===== src/rtl/serial_subtractor.sv =====
// Bit-serial WIDTH-bit subtractor: oData = iData_a - iData_b - iB, borrow out on oData_B.
// Latency: start accepted at edge 0, oDone pulses after edge WIDTH, IDLE again after WIDTH+1.
// Backpressure: none; iStart is only sampled in IDLE and ignored while oBusy is high.
//
// Ports:
//   clk, rst_n        clock, asynchronous active-low reset
//   iStart            request, sampled only in IDLE
//   iData_a/iData_b   minuend / subtrahend, captured on the accept edge
//   iB                borrow in, captured on the accept edge
//   oBusy             high in RUN and DONE
//   oDone             one-cycle pulse, oData/oData_B valid
//   oData, oData_B    difference and final borrow, held until the next oDone
module serial_subtractor #(
  parameter int WIDTH = 8
) (
  input  logic             clk,
  input  logic             rst_n,
  input  logic             iStart,
  input  logic [WIDTH-1:0] iData_a,
  input  logic [WIDTH-1:0] iData_b,
  input  logic             iB,
  output logic             oBusy,
  output logic             oDone,
  output logic [WIDTH-1:0] oData,
  output logic             oData_B
);

  localparam int CW = (WIDTH > 1) ? $clog2(WIDTH) : 1;

  typedef enum logic [1:0] {
    S_IDLE = 2'd0,
    S_RUN  = 2'd1,
    S_DONE = 2'd2
  } state_t;

  state_t           state_q, state_d;
  logic [WIDTH-1:0] a_sr_q, a_sr_d;
  logic [WIDTH-1:0] b_sr_q, b_sr_d;
  // Holds the WIDTH-1 result bits produced so far; the final bit is
  // merged straight into oData on the last RUN edge.
  logic [WIDTH-2:0] res_sr_q, res_sr_d;
  logic             br_q, br_d;
  logic [CW-1:0]    cnt_q, cnt_d;
  logic [WIDTH-1:0] data_q, data_d;
  logic             data_b_q, data_b_d;

  // Full-subtractor cell on the current LSBs.
  logic             a0, b0, d_bit, br_nxt;
  logic [WIDTH-1:0] res_full;

  assign a0       = a_sr_q[0];
  assign b0       = b_sr_q[0];
  assign d_bit    = a0 ^ b0 ^ br_q;
  assign br_nxt   = (~a0 & b0) | (~(a0 ^ b0) & br_q);
  // New bit enters at the MSB; dropping the LSB gives the shifted register.
  assign res_full = {d_bit, res_sr_q};

  always_comb begin
    state_d  = state_q;
    a_sr_d   = a_sr_q;
    b_sr_d   = b_sr_q;
    res_sr_d = res_sr_q;
    br_d     = br_q;
    cnt_d    = cnt_q;
    data_d   = data_q;
    data_b_d = data_b_q;
    case (state_q)
      S_IDLE: begin
        if (iStart) begin
          a_sr_d  = iData_a;
          b_sr_d  = iData_b;
          br_d    = iB;
          cnt_d   = '0;
          state_d = S_RUN;
        end
      end
      S_RUN: begin
        a_sr_d   = a_sr_q >> 1;
        b_sr_d   = b_sr_q >> 1;
        res_sr_d = res_full[WIDTH-1:1];
        br_d     = br_nxt;
        cnt_d    = cnt_q + CW'(1);
        if (cnt_q == CW'(WIDTH - 1)) begin
          data_d   = res_full;
          data_b_d = br_nxt;
          state_d  = S_DONE;
        end
      end
      S_DONE: begin
        state_d = S_IDLE;
      end
      default: begin
        state_d = S_IDLE;
      end
    endcase
  end

  always_ff @(posedge clk or negedge rst_n) begin
    if (!rst_n) begin
      state_q  <= S_IDLE;
      a_sr_q   <= '0;
      b_sr_q   <= '0;
      res_sr_q <= '0;
      br_q     <= 1'b0;
      cnt_q    <= '0;
      data_q   <= '0;
      data_b_q <= 1'b0;
    end else begin
      state_q  <= state_d;
      a_sr_q   <= a_sr_d;
      b_sr_q   <= b_sr_d;
      res_sr_q <= res_sr_d;
      br_q     <= br_d;
      cnt_q    <= cnt_d;
      data_q   <= data_d;
      data_b_q <= data_b_d;
    end
  end

  assign oBusy   = (state_q != S_IDLE);
  assign oDone   = (state_q == S_DONE);
  assign oData   = data_q;
  assign oData_B = data_b_q;

endmodule


===== config.mk =====
export PLATFORM = sky130hd
export DESIGN_NAME = serial_subtractor
export DESIGN_NICKNAME = d
export VERILOG_FILES = /design/src/rtl/serial_subtractor.sv
export SDC_FILE = /design/constraint.sdc
export NUM_CORES = 1
export LEC_CHECK = 0
export ABC_AREA = 1
export BUFFER_PORTS_ARGS = -buffer_cell sky130_fd_sc_hd__buf_2
export CAP_MARGIN = 15
export CORE_UTILIZATION = 55
export CTS_BUF_LIST = sky130_fd_sc_hd__clkbuf_4
export DETAILED_ROUTE_END_ITERATION = 8
export GPL_ROUTABILITY_DRIVEN = 1
export MAX_ROUTING_LAYER = met4
export PLACE_DENSITY = 0.78
export SLEW_MARGIN = 20
export SYNTH_ARGS = -nofsm -noshare
export SYNTH_HDL_FRONTEND = slang
export SYNTH_SLANG_ARGS = --single-unit

===== constraint.sdc =====
create_clock -name clk -period 3.4 [get_ports clk]
set_input_delay 0.68 -clock clk [delete_from_list [all_inputs] [get_ports clk]]
set_output_delay 0.68 -clock clk [all_outputs]
set_load 0.005 [all_outputs]

==> results list <==
- After clock tree synthesis, the setup repair step added 0 buffers.
- Synthesis inferred 38 register bits.
- Ratio of total power to cell area: 845.9 mW/mm^2
* Iter 0 DRT Violations: 54
- The worst register-to-register path has a depth of 4.
* Leakage power of the design: 1.156 nW
- The critical path goes through inv_1, nand2_1, buf_2.
- Using the TritonRoute via totals, the vias-per-cell ratio works out to 4.708.
- Count of clock tree sinks: 38
* Clock skew after layout: 0.008703 ns
- Dividing the detail-routed wire length by the instance count gives 10.98 um.
* FILL cells: 291
* Highest fanout seen on the critical path: 20
- Synthesized netlist net count: 245
- For this run, design rule violations remaining after detail routing come to 0.
* Max-slew headroom: 0.4531
- The via count of the first global-routing pass was 1342.
- Summed over all failing endpoints, the final setup total negative slack is 0 ns.
* Number of buffers inserted during clock tree synthesis: 5
- Placement Cell Area: 0.001914 sq mm
- Dividing the final minimum period by the clock period gives 0.6510.
- The initial antenna violation count came to 0.
* Die ar.: 0.003457 sq mm
- The worst setup path is captured at an output pin.
- Of the total power, the share spent switching nets is 0.3978.
- Post-synthesis instance area: 0.001774 sq mm
- # diodes: 0
* Growth of design area from synthesis to finish: 10.86%
- The hold violation total from the final report is 0.
- Switching power: 0.0006618 W
- Of the synthesized area, sequential elements account for 0.5360.
- Clk network pwr share: 0.139
* Post-CTS resize count: 0
* Pin count of the biggest net entering global routing: 39
- The number of pins exceeding their max-slew limit in the final report was 0.
* Slowest cell delay on critical path: 0.74 ns
- Counting along the longest clock path gives a buffer depth of 2.
- From left edge to right edge, the die measures 58.80 um.
- The later pin in the worst-skew pair is clocked with a latency of 0.34 ns.
- In this run the tool buffered the top-level ports with 30 buffer cells.
* Starting utilization of the core area: 0.5811
- Counting distinct cell types in the post-synthesis netlist gives 16.
* Number of placed I/O pins: 31
- DP HPWL: 2.230 mm
* Number of cell rows: 20
* Logic gate share of total power: 0.388
* Sequential share of power: 0.473
- Avg Inst Size Synth: 7.992 sq um
- Class of the worst hold path: primary input to async pin
- The H-tree generated during clock tree synthesis spans 2 levels.
- For the worst setup path, the data required time is 2.72 ns.
- The worst setup path is launched from a register.
- Max cap viols: 0
- Slowest-stage cell, CP: sky130_fd_sc_hd__dfrtp_1
* Result of the run: finished clean
- Count of nets left with antenna violations after detail routing: 0
- Setup violations remaining at the end of the flow were counted as 0.
- The share of synthesized area in the top cell type comes to 0.5360.
* Post-layout min period: 2.213 ns
- For this run, the detailed router's first-pass iteration total came to 4.
- Worst Path Class, Setup: register to output pin
* Weighted congestion reported at the end of routability-driven placement: 0.7758
- Number of nets at the end of the flow: 274
- Summed over all layers, the routed wires come to 3.240 mm.
* Power Internal: 0.001002 W
- Layout cells sized above 1: 0.1713
- Synth Instances: 222
- Peak supply drop: 460.4 uV
- Die Ht: 58.80 um
- Commonest cells after routing, fill and taps aside: sky130_fd_sc_hd__nand2_1 (89), sky130_fd_sc_hd__inv_1 (40), sky130_fd_sc_hd__dfrtp_1 (38), sky130_fd_sc_hd__buf_2 (30), sky130_fd_sc_hd__o21ai_0 (17)
- Top post-synthesis cells by area: sky130_fd_sc_hd__dfrtp_1 (54%), sky130_fd_sc_hd__nand2_1 (19%), sky130_fd_sc_hd__inv_1 (8.5%), sky130_fd_sc_hd__o21ai_0 (4.8%), sky130_fd_sc_hd__nand3_1 (4.5%)
- Worst Tran Pin Value: 0.8203 ns
- Cell at the root of the clock tree: sky130_fd_sc_hd__clkbuf_4
- Critical path data arrival time: 1.53 ns
- For this block, the via count after detailed routing is 1389.
- All-Layer GR Usage: 0.2275
* Number of warnings issued by yosys: 0
* Most common cell after layout, fill and taps aside: sky130_fd_sc_hd__nand2_1
- Summing all non-filler instances in the final layout gives an area of 0.001967 sq mm.
* RSZ-0062 raised after global routing: false
- The total overflow left after global routing is 0.
- Core outline area: 0.003053 sq mm
- In this run, post-CTS hold repair placed 0 buffers.
- sky130_fd_sc_hd__dfrtp_1 takes more of the synthesized area than any other cell.
- TritonCTS clock tree: done
* Wire length of the first global-routing pass: 5.644 mm
* Clock slew seen by the registers of the worst setup and hold paths: 0.10 ns
- Max Freq: 0.4518 GHz
==> worst paths after layout <==
kind                       startpoint         to  slack [ns]
setup reg to reg           state_q[0]  a_sr_q[1]        1.49
max in group asynchronous       rst_n  a_sr_q[1]        2.46
hold / removal                  rst_n   oData[7]        0.42
min in group clk             cnt_q[0]   cnt_q[0]        0.49
setup / recovery           state_q[0]      oBusy        1.19
hold reg to reg              cnt_q[0]   cnt_q[0]        0.49
==> sequential cells by signal (all words and copies together) (netlist names) <==
register  count
a_sr_q        8
b_sr_q        8
oData         8
res_sr_q      7
cnt_q         3
state_q       2
br_q          1
oData_B       1
==> area by class of cell <==
class                           count  area (sq um)  area share
Timing Repair Buffer               31         157.7     0.08015
Multi-Input combinational cell    134         596.8      0.3034
Clock buffer                        7         52.55     0.02672
Tap cell                           44         55.05     0.02799
Sequential cell                    38         950.9      0.4835
Inverter                           41         153.9     0.07824
==> layer usage <==
metal  vias to the layer above  GRT usage  wire length, um
li1                        717          -                -
met1                       642     0.2635             1500
met2                        23     0.3831             1564
met3                         7    0.05934              121
met4                         0    0.07823               54
met5                         -          -                0
==> cells by family after synthesis <==
group | synth area share
and+or+nand+nor | 0.2546
buffers and inverters | 0.1276
DFF | 0.5360
AOI/OAI and AO/OA | 0.05641
adders and majority gates | 0.02539
==> cell usage after synthesis <==
master and instances:
sky130_fd_sc_hd__nor2_1 2, sky130_fd_sc_hd__nand2_1 89, sky130_fd_sc_hd__inv_2 1, sky130_fd_sc_hd__inv_1 40
sky130_fd_sc_hd__a21oi_1 2, sky130_fd_sc_hd__buf_2 4, sky130_fd_sc_hd__ha_1 2, sky130_fd_sc_hd__o21ai_1 1
sky130_fd_sc_hd__buf_6 4, sky130_fd_sc_hd__buf_4 1, sky130_fd_sc_hd__fa_1 1, sky130_fd_sc_hd__dfrtp_1 38
sky130_fd_sc_hd__nand3_1 16, sky130_fd_sc_hd__nand2_2 3, sky130_fd_sc_hd__nor2_4 1, sky130_fd_sc_hd__o21ai_0 17
==> per-stage QoR <==
step,total power (W),setup WS [ns],util,hold slack [ns],std cells
after global placement,0.001412,1.568,0.6270,0.4603,288
final,0.001664,1.187,0.6443,0.4219,295
after floorplan,0.001292,1.924,-,0.3844,222
after CTS,0.001678,1.171,0.6443,0.4521,295
after global routing,0.001839,1.057,0.6443,0.4872,295
after detailed placement,0.001451,1.494,0.6270,0.4650,288
==> power groups by stage <==
stage                     registers, W  logic [W]  clock network, W
after floorplan               0.000755   0.000537                 0
after global placement        0.000788   0.000625                 0
after detailed placement      0.000796   0.000655                 0
after CTS                     0.000788   0.000656          0.000234
after global routing          0.000811   0.000773          0.000254
final                         0.000788   0.000645          0.000231
==> critical path, delay by kind of cell (launching register included) <==
| kind | cells | cell delay, ns |
|---|---|---|
| simple gates | 1 | 0.11 |
| flops | 1 | 0.74 |
| buf+inv | 2 | 0.34 |
Power figures use the tool's default switching activity.
